==> config.mk <==
export PLATFORM = sky130hd
export DESIGN_NAME = instruction_decode_queue
export DESIGN_NICKNAME = d
export VERILOG_FILES = /design/src/rtl/instruction_decode_queue.sv
export SDC_FILE = /design/constraint.sdc
export NUM_CORES = 1
export LEC_CHECK = 0
export ABC_AREA = 0
export CAP_MARGIN = 40
export CORE_MARGIN = 1.5
export CORE_UTILIZATION = 45
export DETAILED_ROUTE_END_ITERATION = 6
export PLACE_DENSITY_LB_ADDON = 0.1
export SYNTH_ARGS = -nofsm -noshare
export SYNTH_HDL_FRONTEND = slang
export SYNTH_SLANG_ARGS = --single-unit
==> constraint.sdc <==
create_clock -name clk -period 4.9 [get_ports clk]
set_clock_uncertainty 0.15 [all_clocks]
set_input_delay 0.49 -clock clk [delete_from_list [all_inputs] [get_ports clk]]
set_output_delay 0.49 -clock clk [all_outputs]
set_load 0.03 [all_outputs]
==> src/rtl/instruction_decode_queue.sv <==
// Instruction queue with enqueue-time opcode classification and a CEX predication
// FSM that marks the instructions following a CEX as executed or squashed.
module instruction_decode_queue #(
  parameter int unsigned WORD  = 16,
  parameter int unsigned DEPTH = 4
) (
  input  logic            clk,
  input  logic            rst,
  input  logic            flush,
  input  logic            in_valid,
  output logic            in_ready,
  input  logic [WORD-1:0] in_inst,
  input  logic [WORD-1:0] in_pc,
  input  logic [3:0]      status,
  output logic            out_valid,
  input  logic            out_ready,
  output logic [WORD-1:0] out_inst,
  output logic [WORD-1:0] out_pc,
  output logic [3:0]      out_opcode,
  output logic            out_exec,
  output logic            cex_active
);

  localparam int unsigned AW = $clog2(DEPTH);
  localparam int unsigned CW = AW + 1;

  localparam logic [3:0] OP_BL    = 4'd0;
  localparam logic [3:0] OP_BC    = 4'd1;
  localparam logic [3:0] OP_ALU   = 4'd2;
  localparam logic [3:0] OP_SHIFT = 4'd3;
  localparam logic [3:0] OP_SWAP  = 4'd4;
  localparam logic [3:0] OP_LD    = 4'd5;
  localparam logic [3:0] OP_CEX   = 4'd8;
  localparam logic [3:0] OP_MOVI  = 4'd9;
  localparam logic [3:0] OP_LDR   = 4'd10;
  localparam logic [3:0] OP_STR   = 4'd11;

  typedef enum logic [1:0] {IDLE, TBLK, FBLK} state_t;

  // Opcode class from the top bits of the instruction word.
  function automatic logic [3:0] decode(input logic [15:0] i);
    logic [3:0] op;
    op = OP_STR;
    if (i[15:14] == 2'b00) begin
      op = i[13] ? OP_BC : OP_BL;
    end else if (i[15:12] == 4'b0100) begin
      if (i[11:8] == 4'b1100)                           op = OP_SWAP;
      else if (i[11:8] == 4'b1101 || i[11:8] == 4'b1110) op = OP_SHIFT;
      else                                               op = OP_ALU;
    end else if (i[15:12] == 4'b0101) begin
      op = OP_LD + {2'b00, i[11:10]};
    end else if (i[15:13] == 3'b011) begin
      op = OP_MOVI;
    end else if (i[15:14] == 2'b10) begin
      op = OP_LDR;
    end
    return op;
  endfunction

  // Condition evaluation against status = {V,N,Z,C}.
  function automatic logic cond_true(input logic [3:0] cc, input logic [3:0] s);
    logic v, n, z, c, r;
    {v, n, z, c} = s;
    case (cc)
      4'd0:    r = z;
      4'd1:    r = !z;
      4'd2:    r = c;
      4'd3:    r = !c;
      4'd4:    r = n;
      4'd5:    r = !n;
      4'd6:    r = v;
      4'd7:    r = !v;
      4'd8:    r = c & !z;
      4'd9:    r = !c | z;
      4'd10:   r = (n == v);
      4'd11:   r = (n != v);
      4'd12:   r = !z & (n == v);
      4'd13:   r = z | (n != v);
      4'd14:   r = 1'b1;
      default: r = 1'b0;
    endcase
    return r;
  endfunction

  logic [WORD-1:0] inst_mem [DEPTH];
  logic [WORD-1:0] pc_mem   [DEPTH];
  logic [3:0]      op_mem   [DEPTH];
  logic [AW-1:0]   rd_ptr, wr_ptr;
  logic [CW-1:0]   count;
  logic            push, pop;

  state_t     state, state_n;
  logic       res, res_n;
  logic [2:0] tcnt_r, tcnt_n, fcnt_r, fcnt_n;

  assign in_ready  = (count != CW'(DEPTH));
  assign out_valid = (count != '0);
  assign push      = in_valid && in_ready;
  assign pop       = out_valid && out_ready;

  // Storage has no reset; pointers and count alone define validity.
  always_ff @(posedge clk) begin
    if (push) begin
      inst_mem[wr_ptr] <= in_inst;
      pc_mem[wr_ptr]   <= in_pc;
      op_mem[wr_ptr]   <= decode(in_inst[15:0]);
    end
  end

  always_ff @(posedge clk) begin
    if (rst || flush) begin
      rd_ptr <= '0;
      wr_ptr <= '0;
      count  <= '0;
    end else begin
      if (push) wr_ptr <= wr_ptr + AW'(1);
      if (pop)  rd_ptr <= rd_ptr + AW'(1);
      case ({push, pop})
        2'b10:   count <= count + CW'(1);
        2'b01:   count <= count - CW'(1);
        default: count <= count;
      endcase
    end
  end

  // Predication state register.
  always_ff @(posedge clk) begin
    if (rst) begin
      state  <= IDLE;
      res    <= 1'b0;
      tcnt_r <= '0;
      fcnt_r <= '0;
    end else begin
      state  <= state_n;
      res    <= res_n;
      tcnt_r <= tcnt_n;
      fcnt_r <= fcnt_n;
    end
  end

  // Next-state: the FSM only moves on a pop; flush abandons any block.
  always_comb begin
    state_n = state;
    res_n   = res;
    tcnt_n  = tcnt_r;
    fcnt_n  = fcnt_r;
    if (pop) begin
      case (state)
        IDLE: begin
          if (op_mem[rd_ptr] == OP_CEX) begin
            res_n  = cond_true(inst_mem[rd_ptr][9:6], status);
            tcnt_n = inst_mem[rd_ptr][5:3];
            fcnt_n = inst_mem[rd_ptr][2:0];
            if (inst_mem[rd_ptr][5:3] != 3'd0)      state_n = TBLK;
            else if (inst_mem[rd_ptr][2:0] != 3'd0) state_n = FBLK;
          end
        end
        TBLK: begin
          tcnt_n = tcnt_r - 3'd1;
          if (tcnt_r == 3'd1) state_n = (fcnt_r != 3'd0) ? FBLK : IDLE;
        end
        FBLK: begin
          fcnt_n = fcnt_r - 3'd1;
          if (fcnt_r == 3'd1) state_n = IDLE;
        end
        default: state_n = IDLE;
      endcase
    end
    if (flush) state_n = IDLE;
  end

  assign cex_active = (state != IDLE);
  assign out_inst   = out_valid ? inst_mem[rd_ptr] : '0;
  assign out_pc     = out_valid ? pc_mem[rd_ptr]   : '0;
  assign out_opcode = out_valid ? op_mem[rd_ptr]   : 4'd0;

  always_comb begin
    out_exec = 1'b1;
    if (out_valid) begin
      case (state)
        TBLK:    out_exec = res;
        FBLK:    out_exec = !res;
        default: out_exec = 1'b1;
      endcase
    end
  end

endmodule

==> out/qor.txt, run 1 <==
Required @ worst endpoint: 4260 ps
max_slew headroom: 61.6%
critical path startpoint category: register
GRT overflow: 0
Cells after DPL: 660
Pwr Total: 3.10 mW
CP cell instances: buf_16 > mux4_2 > and2_1 > clkdlybuf4s50_1
H-tree levels: 4
top_reg_cell synth: edfxtp_1
Seq cells post-synth: 162
number of placement rows: 44
cts bufs inserted: 17
final wirelength: 13100 µm
Final Setup Violations: 0
most frequent cells in the layout: edfxtp_1, clkdlybuf4s50_1, and2_1
commonest non-fill, non-tap cell in the layout: edfxtp_1
Max stage delay cell, worst path: dfxtp_2
number of synthesized flops with an enable pin: 144
cell area after synthesis: 6850 µm²
Slew @ Worst Pin: 576 ps
TNS Setup: 0 ps
Worst Setup Path Type: register to output pin
Ant. Diodes: 0
Synth Instances: 405
Clock Path Buffers: 2
final critical-path setup slack: 1680 ps
WL per Instance: 19.0 µm
pre-CTS setup slack: 1970 ps
delay-heaviest family, CP: buffers and inverters
Final Slew Violations: 0
worst stage delay on the critical path: 690 ps
initial antenna violation count: 0
pin count of the biggest net entering global routing: 37
Pre-Repair DR Iteration Count: 4
Syn Nets: 461
Worst setup EP type: output pin
hold depth: 2
Async SR Flop Fraction: 0%
global-route wire length before repair: 20700 µm
hpwl dp: 8440 µm
io pins: 81
CP Max Fanout: 19
FMAX: 0.311 GHz
PostCTS Resize Cnt: 0
routability cong.: 0.782
Net count, final: 551
final core occ: 58.1%
unrepaired setup endpoints after global routing: no
via density per instance: 5.45
sequential fraction of the synthesis area: 68.4%
worst hold path type: register to register
Die Wd: 126 µm
maximum VDD drop: 0.255 mV
Post-CTS Setup Bufs: 0
count of cell types in the netlist: 49
All-Layer GR Usage: 17.5%
Lkg Pwr: 2.82 nW
post-route clock period utilization: 65.7%
Final Non-Filler Cells: 690
clk_lat worst skew: 410 ps
layout cells sized above 1: 17.2%
Tmin final: 3220 ps
Bufs and invs on worst path: 2
power per cell area: 363 nW/µm²
r2r setup slk: 1990 ps
Reg2Reg Depth: 6
Die ar.: 16000 µm²
clk slew on worst S/H paths: 60 ps
Antenna Violating Nets Remaining: 0
min-delay src: tcnt_r[1]
number of global-route vias before repair: 3838
Area Growth Syn to Fin: 24.5%
routed vias: 3761
hold slack: 347 ps
initial DRC count: 187
Root Driver: clkbuf_16
status: finished, final reports clean
R2R Path End: fcnt_r[1]
Synth Warn #: 0
CTS tree: yes
Hold Fails Final Rpt: 0
Core ar.: 14700 µm²
Avg Cell Area, Syn: 16.9 µm²
Initial Utilization: 46.6%
Port Buf Inserts: 80
fin area: 8530 µm²
Hold Buf Count CTS: 0
drt drc: 0
# clock sinks: 162
MaxCap Viol Count: 0
arrival time at the worst endpoint: 2580 ps
WHS Endpoint: tcnt_r[1]
placed cell area: 7960 µm²
Die Ht: 126 µm
sequential cells by signal (all words and copies together), names as in the netlist, named ones only:
register	cells
pc_mem	64
tcnt_r	3
state	2
count	3
rd_ptr	2
res	1
op_mem	16
wr_ptr	2
inst_mem	64
fcnt_r	3
cell families (layout without fill, tap and decap cells):
logic type / count (synthesis) / in the layout / synth area share [%]
xor+xnor: 9 / 9 / 1.15
simple gates: 95 / 95 / 7.92
mux: 43 / 43 / 13.0
compound gates: 41 / 41 / 4.31
flops: 162 / 162 / 68.4
fa+ha+maj: 15 / 15 / 2.85
buf+inv: 40 / 141 / 2.37
layer usage:
layer	routed length, µm	vias to the layer above	part of all wire [%]	global-route usage, %
met4	190	0	1.4	6.36
met2	6680	93	51	29.0
met1	5630	1913	43	21.9
met5	0	-	0	0
li1	-	1740	-	-
met3	642	15	4.9	5.36
worst max-delay path by stage:
stage	endpoint	start	cells past startpoint
after floorplan	out_inst[10]	register	5
after global placement	state[0]	register	6
after detailed placement	fcnt_r[1]	register	6
after CTS	out_inst[9]	register	4
after global routing	out_inst[9]	register	4
final	out_inst[9]	register	4
report_power, final:
group / internal, mW / total, mW / switching (mW)
sequential: 1.54 / 1.55 / 0.00915
combinational: 0.125 / 0.273 / 0.148
clock: 0.788 / 1.28 / 0.489
total: 2.45 / 3.10 / 0.646
cell usage after synthesis (all sizes together), types with 2 or more instances:
| master | n | area (µm²) |
|---|---|---|
| a211oi | 6 | 67.6 |
| a21bo | 2 | 20.0 |
| a21o | 2 | 15.0 |
| a21oi | 10 | 50.1 |
| a22oi | 2 | 15.0 |
| a31o | 3 | 26.3 |
| and2 | 35 | 219 |
| and3 | 5 | 31.3 |
| buf | 9 | 46.3 |
| clkbuf | 9 | 33.8 |
| dfxtp | 18 | 360 |
| edfxtp | 144 | 4320 |
| ha | 14 | 175 |
| inv | 22 | 82.6 |
| mux2i | 6 | 60.1 |
| mux4 | 36 | 822 |
| nand2 | 12 | 45.0 |
| nand2b | 8 | 50.1 |
| nand3 | 3 | 15.0 |
| nor2 | 16 | 60.1 |
| nor3 | 3 | 15.0 |
| nor3b | 2 | 15.0 |
| o21ai | 8 | 40.0 |
| o22ai | 3 | 18.8 |
| or3 | 2 | 17.5 |
| or4 | 2 | 15.0 |
| xnor2 | 4 | 35.0 |
| xor2 | 5 | 43.8 |
final cells by class:
cell class,count,area (µm²)
clock buffer,18,429
clock inverter,12,143
fill,1155,6170
inverter,22,82.6
multi-input combinational,203,2010
sequential,162,4690
tap,184,230
timing repair buffer,89,951
worst min-delay path, stage by stage, from the launching register on:
cell and delay [ps]:
dfxtp_1 300, nor2_1 90, a211oi_1 50
No activity file was read; power rests on OpenSTA's default activity.
==> run 2, diff against run 1 <==
- clock period: 4.9 -> 3.2 ns (I/O delays scaled with it)
==> run 2 against run 1 <==
Net effect:
- sequential share of layout area increased by 0.34 points
- utilization shrank 0.32 points
- critical path depth unchanged
- sequential power is 53% higher
- hold slack improved by 12 ps
- setup slack lost 1500 ps
- via count down 1.0%
- highest routed layer unchanged
==> out/qor.txt, run 2 (synthesis results as in run 1) <==
number of global-route vias before repair: 4095 (+6.7%)
Area Growth Syn to Fin: 23.8%
Port Buf Inserts: 80 (unchanged)
Die ar.: 16000 µm² (unchanged)
drt drc: 0 (unchanged)
number of placement rows: 44 (unchanged)
commonest non-fill, non-tap cell in the layout: edfxtp_1
arrival time at the worst endpoint: 2570 ps (about the same)
via density per instance: 5.30 (-2.7%)
cts bufs inserted: 17 (unchanged)
final core occ: 57.7% (-0.32 points)
Initial Utilization: 46.6% (unchanged)
worst stage delay on the critical path: 650 ps (-40 ps)
CP Max Fanout: 19 (unchanged)
Worst Setup Path Type: register to output pin
hold slack: 359 ps (+12.3 ps)
Slew @ Worst Pin: 559 ps (-17.6 ps)
maximum VDD drop: 0.472 mV (+85%)
Pre-Repair DR Iteration Count: 4 (unchanged)
Final Slew Violations: 0 (unchanged)
unrepaired setup endpoints after global routing: no
Tmin final: 3040 ps
final wirelength: 13000 µm (-0.75%)
status: finished, final reports clean
Ant. Diodes: 0 (unchanged)
Antenna Violating Nets Remaining: 0 (unchanged)
power per cell area: 538 nW/µm² (+48%)
Register Area: 4690 µm² (about the same)
worst hold path type: register to register
Core ar.: 14700 µm² (unchanged)
pin count of the biggest net entering global routing: 37 (unchanged)
routed vias: 3722 (-1.0%)
Lkg Pwr: 2.84 nW (+0.45%)
layout cells sized above 1: 18.9% (+1.7 points)
WL per Instance: 18.6 µm (-2.5%)
Max stage delay cell, worst path: dfxtp_2
initial DRC count: 276 (+48%)
hpwl dp: 8220 µm (-2.6%)
Fill cells: 1135 (-1.7%)
io pins: 81 (unchanged)
CP cell instances: buf_4 > mux4_2 > and2_1 > clkdlybuf4s50_1
Net count, final: 561 (+1.8%)
FMAX: 0.329 GHz
fin area: 8490 µm² (-0.56%)
global-route wire length before repair: 20900 µm (+0.63%)
critical path startpoint category: register
Clock Path Buffers: 2 (unchanged)
# clock sinks: 162 (unchanged)
final critical-path setup slack: 159 ps (-1520 ps)
CTS tree: yes
max_slew headroom: 62.7% (+1.2 points)
Hold Fails Final Rpt: 0 (unchanged)
clk_lat worst skew: 420 ps (about the same)
Multi-input gate area: 2010 µm² (unchanged)
Final Setup Violations: 0 (unchanged)
MaxCap Viol Count: 0 (unchanged)
routability cong.: 0.772 (-1.3%)
Worst setup EP type: output pin
All-Layer GR Usage: 17.6% (+0.052 points)
placed cell area: 7920 µm² (-0.50%)
most frequent cells in the layout: edfxtp_1, clkdlybuf4s50_1, and2_1
pre-CTS setup slack: 362 ps (-1610 ps)
clk slew on worst S/H paths: 60 ps (about the same)
H-tree levels: 4 (unchanged)
Die Ht: 126 µm (unchanged)
post-route clock period utilization: 95.0%
GRT overflow: 0 (unchanged)
leading registers by flop count: inst_mem: 64 flops, pc_mem: 64 flops, op_mem: 16 flops
Required @ worst endpoint: 2730 ps (-1530 ps)
initial antenna violation count: 0 (unchanged)
TNS Setup: 0 ps (unchanged)
Root Driver: clkbuf_16
Die Wd: 126 µm (unchanged)
-- run 2: cell count changes in the layout (fill, tap and decap cells not counted) --
cell       change
buf_4         +15
buf_12         -4
inv_6          +4
bufinv_16      -3
buf_16         -1
clkbuf_1       +1
clkinv_2       +1
clkinv_4       -1
dfxtp_2        -1
dfxtp_4        +1
-- run 2: power breakdown --
group          switching (mW)  internal [mW]  total [mW]
Clock                   0.789          0.988        1.78
Sequential             0.0138           2.36        2.37
Combinational           0.225          0.193       0.417
Total                    1.03           3.54        4.57
-- run 2: per-layer routing --
layer  vias to the layer above  share of wire [%]  track usage [%]
li1                       1762                  -                -
met1                      1884                 43             21.2
met2                        65                 51             29.9
met3                        11                4.2             5.95
met4                         0                1.1             5.68
met5                         -                  0                0
-- run 2: through the flow --
stage          total power [mW]  std cells
5_1_grt                    4.74        702
6_report                   4.57        702
4_1_cts                    4.62        696
3_3_place_gp               2.83        664
3_5_place_dp               2.84        664
2_1_floorplan              2.65        405
-- run 2: cell type report --
type                    count  area share, %
well taps                 184           2.71
inverters                  22          0.973
repair buffers             99           11.3
clock inverters            13          0.988
multi-input cells         203           23.7
clock buffers              19           5.10
flip-flops and latches    162           55.3
-- run 2: path summary, 6_finish.rpt --
kind	slack, ps	end	startpoint	cells after the start
worst max-delay path	160	out_inst[8]	register	4
worst min-delay path	360	wr_ptr[1]	wr_ptr[1]	2
worst max register to register	410	res	register	7
worst min register to register	360	wr_ptr[1]	wr_ptr[1]	2
-- run 2: critical path, delay by kind of cell, from the launching register on --
family	cells	cell delay, ps
buffers and inverters	2	870
flip-flops	1	650
AND/OR/NAND/NOR	1	200
multiplexers	1	420
-- run 2: repair_timing --
action	CTS	global route
resized for setup	1	0
endpoints found under the setup margin	6	4
setup buffers	0	6
hold buffers	0	0
